**src/rtl/alu_pkg.sv**
```systemverilog
// Shared types for the execute-stage ALU: opcode encoding and data width.
// Opcode 4'hB (ALU_OP_ROR) is only decoded when ALU_ROR_EN is defined.
package alu_pkg;

  localparam int ALU_W = 16;

  typedef enum logic [3:0] {
    ALU_OP_ADD = 4'h0,
    ALU_OP_SUB = 4'h1,
    ALU_OP_MUL = 4'h2,
    ALU_OP_AND = 4'h3,
    ALU_OP_OR  = 4'h4,
    ALU_OP_XOR = 4'h5,
    ALU_OP_NOR = 4'h6,
    ALU_OP_SLL = 4'h7,
    ALU_OP_SRL = 4'h8,
    ALU_OP_ROL = 4'h9,
    ALU_OP_SWP = 4'hA,
    ALU_OP_ROR = 4'hB
  } alu_op_t;

endpackage

```
**src/rtl/alu_shifter.sv**
```systemverilog
// Combinational shift/rotate unit: SLL, SRL, ROL and (with ALU_ROR_EN) ROR.
// Returns 0 for any other opcode.
module alu_shifter
  import alu_pkg::*;
(
  input  logic [ALU_W-1:0] a,
  input  logic [ALU_W-1:0] b,
  input  alu_op_t          op,
  output logic [ALU_W-1:0] y
);

  logic [4:0]       rot_n;
  logic [ALU_W-1:0] rol_res;
  logic [ALU_W-1:0] ror_res;

  // A shift by 16 yields zero, so rot_n = 0 needs no special case.
  assign rot_n   = {1'b0, b[3:0]};
  assign rol_res = (a << rot_n) | (a >> (5'd16 - rot_n));
  assign ror_res = (a >> rot_n) | (a << (5'd16 - rot_n));

  always_comb begin
    y = '0;
    unique case (op)
      ALU_OP_SLL: y = a << b;
      ALU_OP_SRL: y = a >> b;
      ALU_OP_ROL: y = rol_res;
`ifdef ALU_ROR_EN
      ALU_OP_ROR: y = ror_res;
`endif
      default:    y = '0;
    endcase
  end

`ifndef ALU_ROR_EN
  logic unused_ror;
  assign unused_ror = ^ror_res;
`endif

endmodule

```
**src/rtl/cpu_alu.sv**
```systemverilog
// 16-bit execute-stage ALU with one-cycle registered result.
// Define ALU_ROR_EN to enable opcode 4'hB (rotate right); otherwise it is reserved.
module cpu_alu
  import alu_pkg::*;
(
  input  logic             clk,
  input  logic             resetn,
  input  logic [3:0]       ctrl,
  input  logic [ALU_W-1:0] a,
  input  logic [ALU_W-1:0] b,
  output logic [ALU_W-1:0] y
);

  alu_op_t          op;
  logic [ALU_W-1:0] shift_y;
  logic [ALU_W-1:0] y_next;

  assign op = alu_op_t'(ctrl);

  alu_shifter u_shifter (
    .a  (a),
    .b  (b),
    .op (op),
    .y  (shift_y)
  );

  always_comb begin
    y_next = '0;
    unique case (op)
      ALU_OP_ADD: y_next = a + b;
      ALU_OP_SUB: y_next = a - b;
      ALU_OP_MUL: y_next = a * b;
      ALU_OP_AND: y_next = a & b;
      ALU_OP_OR:  y_next = a | b;
      ALU_OP_XOR: y_next = a ^ b;
      ALU_OP_NOR: y_next = ~(a | b);
      ALU_OP_SLL,
      ALU_OP_SRL,
      ALU_OP_ROL: y_next = shift_y;
`ifdef ALU_ROR_EN
      ALU_OP_ROR: y_next = shift_y;
`endif
      ALU_OP_SWP: y_next = {a[11:8], a[15:12], a[3:0], a[7:4]};
      default:    y_next = '0;
    endcase
  end

  always_ff @(posedge clk) begin
    if (!resetn) y <= '0;
    else         y <= y_next;
  end

endmodule

```
**config.mk**
```make
export PLATFORM = sky130hd
export DESIGN_NAME = cpu_alu
export DESIGN_NICKNAME = d
export VERILOG_FILES = /design/src/rtl/alu_pkg.sv /design/src/rtl/alu_shifter.sv /design/src/rtl/cpu_alu.sv
export SDC_FILE = /design/constraint.sdc
export NUM_CORES = 1
export LEC_CHECK = 0
export ABC_AREA = 1
export BUFFER_PORTS_ARGS = -buffer_cell sky130_fd_sc_hd__buf_4
export CORE_MARGIN = 2
export CORE_UTILIZATION = 48
export CTS_CLUSTER_DIAMETER = 150
export DETAILED_ROUTE_END_ITERATION = 10
export GPL_TIMING_DRIVEN = 0
export PLACE_DENSITY = 0.7
export SYNTH_ARGS = -nofsm -noshare
export SYNTH_HDL_FRONTEND = slang
export SYNTH_SLANG_ARGS = --single-unit
```
**constraint.sdc**
```tcl
create_clock -name clk -period 13.28 [get_ports clk]
set_input_delay 0 -clock clk [delete_from_list [all_inputs] [get_ports clk]]
set_output_delay 0 -clock clk [all_outputs]
set_load 0.01 [all_outputs]
```
* Yosys cells after proc, flatten, opt, wreduce, memory -nomap -nowiden *
Cells that the tools add are included.

operators by class
  muxes and demuxes = 2
  reduce and logical (&&, ||, !) cells = 2
  bitwise gates (word level) = 5
  $lt $le $gt $ge = 0
  shift-type cells = 4
  div/mod/pow operators = 0
  multiply operators = 1
  add/sub/neg operators = 3
  eq/ne operators = 10

operators by type and width
  operator               count
  $pmux W16 S9           1
  $pmux W16 S3           1
  $or A16 B16 Y16        2
  $add A16 B16 Y16       1
  $and A16 B16 Y16       1
  $eq A4 B3 Y1 const B   4
  $mul A16 B16 Y16       1
  $not A16 Y16           1
  $shl A16 B16 Y16       1
  $shl A16 B4 Y16        1
  $shr A16 B16 Y16       1
  $shr A16 B5 Y16        1
  $sub A16 B16 Y16       1
  $xor A16 B16 Y16       1
  $eq A4 B4 Y1 const B   3
  $eq A4 B2 Y1 const B   2
  $sub A5 B4 Y5 const A  1
  $eq A4 B1 Y1 const B   1
  $logic_not A4 Y1       1
  $reduce_or A3 Y1       1

storage, ports and cells
  output and inout port bits = 16
  bits in latches = 0
  input bits = 38
  register bits = 16
  bits in read-only memories = 0
  word-level logic and storage cells = 28
  memories = 0
  memory bits (writable) = 0

* Depth between registers and ports, before layout *
  depth in word-level cells = 5
  gate-level depth with buffers = 30
  gate-level depth less buffers = 26

* By module *
A second synthesis with hierarchy kept.

second synthesis, totals
  cell total of the unflattened synthesis = 1582
  area total of the unflattened synthesis = 9445.3 um2

modules (own cells, without submodules)
  module       area each (um2)  cells each  sequential area each (um2)  instances
  cpu_alu      7234.4           1103        320.3                       1
  alu_shifter  2210.9           479         0.0                         1

* Worst setup path after synthesis *
Ideal clock, no wire load.

  path kind = input port to flip-flop
  from = input port b[1]
  to = register y[15]
  setup slack = 7.752 ns
  buffers on the path = 4
  arrival = 5.457 ns
  data required time = 13.208 ns
  stages on the path = 25
  library setup time = 0.072 ns
  path through = buf_2 -> clkbuf_1 -> clkbuf_1 -> buf_1 -> nand2_1 -> fa_1 -> fa_1 -> fa_1 -> fa_1 -> inv_1 -> fa_1 -> inv_1 -> fa_1 -> inv_1 -> ha_1 -> inv_1 -> nor3_1 -> nand3_1 -> nand3_1 -> nand2_1 -> nand2_1 -> a21oi_1 -> nand3_1 -> nand3_1 -> a21oi_1

between the ends
  word-level cells in the longest chain between the ends = 5
  elaborated cells between the ends (all ways) = 11
  those cells by class = 3 x add/sub; 1 x mul; 4 x shift; 2 x mux; 1 x bitwise

RTL lines
  item                                                      RTL line       RTL
  start: declaration                                        cpu_alu.sv:10  input logic [ALU_W-1:0] b,
  branches (longest 4 deep; another with $mul A16 B16 Y16)  -
  $pmux W16 S9 (*)                                          cpu_alu.sv:29  unique case (op)
  end signal: assignment                                    cpu_alu.sv:50  else y <= y_next;
  end: declaration                                          cpu_alu.sv:11  output logic [ALU_W-1:0] y

Mark *: on every way between the ends.
A chain may end at the register's enable or synchronous reset.

* Worst setup path after layout *
  from = input port b[3]
  to = register y[15]

The elaborated chain is that of the path after synthesis.

==> impl_metrics.tcl <==
set metrics [dict create \
    vias 10524 \
    multi_input_area_mm2 0.00735 \
    nets 1798 \
    synthesized_flop_and_latch_total 16 \
    syn-mean-instance-area_um2 6.01 \
    synth_fp_nets 1741 \
    path_max_fanout 10 \
    initial_utilization_pct 48.9 \
    critical_path_class "input pin to register" \
    vias_in_the_first_global_route 9775 \
    largest_register_ffs 16 \
    max_stage_delay_ns 0.69 \
    async_flop_share_pct 0 \
    post_synth_mux_area_share_pct 0.656 \
    detailed_place_hpwl_um 31400 \
    yosys.area.top_type_share_pct 17.7 \
    yosys_warnings 0 \
    worstSetupStartpointType "input pin" \
    timing.critical_path.max_delay_family "adder cells" \
    antenna_found_initial 1 \
    finalWirelength_um 37300 \
    synthAdderAreaFrac_pct 31.1 \
    netlist_area_mm2 0.00916 \
    hold_violations 0 \
    power_density_over_the_cells_mw_per_mm2 118 \
    worst_hold_path_type "input pin to register" \
    seq_area_um2 320 \
    slew_headroom_pct 44.7 \
    synthXorXnorAreaFrac_pct 2.66 \
    grt_first_pass_wirelength_um 56900 \
    ys.flop_type "dfxtp_1" \
    synth_top_family_by_area "adder cells" \
    synth.area.top_cells "fa_1 (18%), nand2_1 (17%), ha_1 (13%), inv_1 (12%), nand3_1 (5.3%)" \
    post_synth_and_or_nand_nor_area_fraction_pct 30.8 \
    post_route_cells_drive_above_1_share_pct 6.96 \
    drt_pass1_iterations 6 \
    tritoncts.num_buffers 3 \
    finalInstanceArea_mm2 0.00993 \
    nFillCells 2022 \
    number_of_synthesized_flops_with_an_enable_pin 0 \
    critPathBufInv 10 \
    hold_path.startpoint "resetn" \
    synth_compound_gate_area_share_pct 15.0 \
    largest_registers "y (16)" \
    fp.dieW_um 142 \
    fp-row-count 50 \
    port_buffers 52 \
    critPathMostFrequentCell "fa_1" \
    p_leak_nw 5.64 \
    design.die.area_mm2 0.0202 \
    gp_congestion 1.10 \
    area_growth_syn_to_layout_pct 8.46 \
    wp_data_required_ns 13.45 \
    synth_cell_types 55 \
    timing.critical_path.to_type "register" \
    power_w 0.00117 \
    maxcap_violations 0 \
    rsz0062_at_grt "false" \
    synthDominantAreaCellType "fa_1" \
    cts_hold_buf 0 \
    setup_slack_ns 6.13 \
    cp_data_arrival_time_ns 7.32 \
    hold_slack_ns 0.0548 \
    pin_count 54 \
    cts_root_buffer "clkbuf_16" \
    cp_slowest_cell "buf_1" \
    cts_tree "done" \
    period_needed_ns 7.15 \
    level_count_of_the_clock_h_tree 1 \
    detail-route-antenna-nets 0 \
    fp.coreArea_mm2 0.0187 \
    placement_setup_slack_ns 6.11 \
    path_clk_slew_ns 0.05 \
    globalRouteTotalUtil_pct 37.2 \
    clockBufferDepth 2 \
    ctsResizeCount 0 \
    synth_seq_area_share_pct 3.50 \
    grt_start_max_net_pins 13 \
    clock.fmax_mhz 140 \
    maximum_vdd_drop_v 0.000127 \
    tns_ns 0 \
    detail_route.drc_violations 0 \
    average_routed_wire_per_standard_cell_um 20.5 \
    max_slew.worst_pin.slew_ns 0.820 \
    status "completed" \
    regMostFlops "y" \
    finalCritPeriodShare_pct 53.8 \
    detailed_place.area_mm2 0.00984 \
    overflow 0 \
    cts_sinks 16 \
    die-height_um 142 \
    via_per_inst 5.80 \
    critPathLaunch "b[3]" \
    maxSlewViolCount 0 \
    synthesis.instances 1524 \
    post_cts_buffers 0 \
    layout.cells.most_common "nand2_1" \
    finalSetupViolCount 0 \
    most-common-layout-cells "nand2_1 (425), inv_1 (301), nor2_1 (99), ha_1 (98), nand3_1 (97)" \
    drt_iter0_drc 1300 \
]
-- cell usage after synthesis (3+ instances only) --
cell and instances:
a211oi_1 9, o21ai_0 96, nor2_2 5, nand4_1 14
xor2_1 20, clkbuf_1 31, o31ai_1 3, nor2_1 99
buf_2 22, a22o_1 4, ha_1 98, nor3_2 3
xnor2_1 6, inv_2 4, o21ai_1 17, a31oi_1 7
clkinv_1 4, nand3_1 97, o2111ai_1 4, buf_1 6
fa_1 81, o211ai_1 8, a21oi_1 79, inv_1 301
o22ai_1 5, nand2_1 425, mux2i_1 6, buf_6 4
a21o_1 3, o21a_1 3, nor3_1 16, dfxtp_1 16
-- tightest hold or removal path, cell delays in order --
cell,delay [ns]
buf_2,0.15
nand2_1,0.07
inv_1,0.03
-- power by group --
part,internal [W],switching [W],leakage (nW)
sequential,0.0000548,0.00000187,0.131
combinational,0.000360,0.000688,5.46
clock,0.0000457,0.0000183,0.0442
-- worst paths after layout --
check	endpoint	cells past startpoint
setup / recovery	y[15]	27
hold / removal	y[12]	3
-- through the flow --
stage,utilization (%),cells
6_report,53.1,1815
5_1_grt,53.1,1814
4_1_cts,53.1,1814
3_5_place_dp,52.6,1810
3_3_place_gp,52.6,1810
2_1_floorplan,-,1524
-- routing by layer --
layer	track usage (%)	part of all wire, %	vias up
met5	0	0.19	-
met4	11.6	3.9	2
met3	8.68	12	101
met2	56.6	43	650
met1	52.3	41	4896
li1	-	-	4875
-- cells by family (layout without fill, tap and decap cells) --
kind of cell | after synthesis | count (layout)
xor gates and xnor gates | 27 | 27
buffers and inverters | 377 | 433
AOI/OAI and AO/OA | 247 | 247
DFF | 16 | 16
adders and majority gates | 179 | 179
and+or+nand+nor | 672 | 672
other | 0 | 1
muxes | 6 | 6
-- final cells by class --
cell class / count / area share, %
clock buffers: 4 / 0.895
inverters: 312 / 11.9
repair buffers: 52 / 3.93
multi-input cells: 1131 / 74.0
well taps: 234 / 2.95
flip-flops and latches: 16 / 3.23
diodes: 1 / 0.0252
plain buffers: 65 / 3.11
No activity file was read; power rests on OpenSTA's default activity.
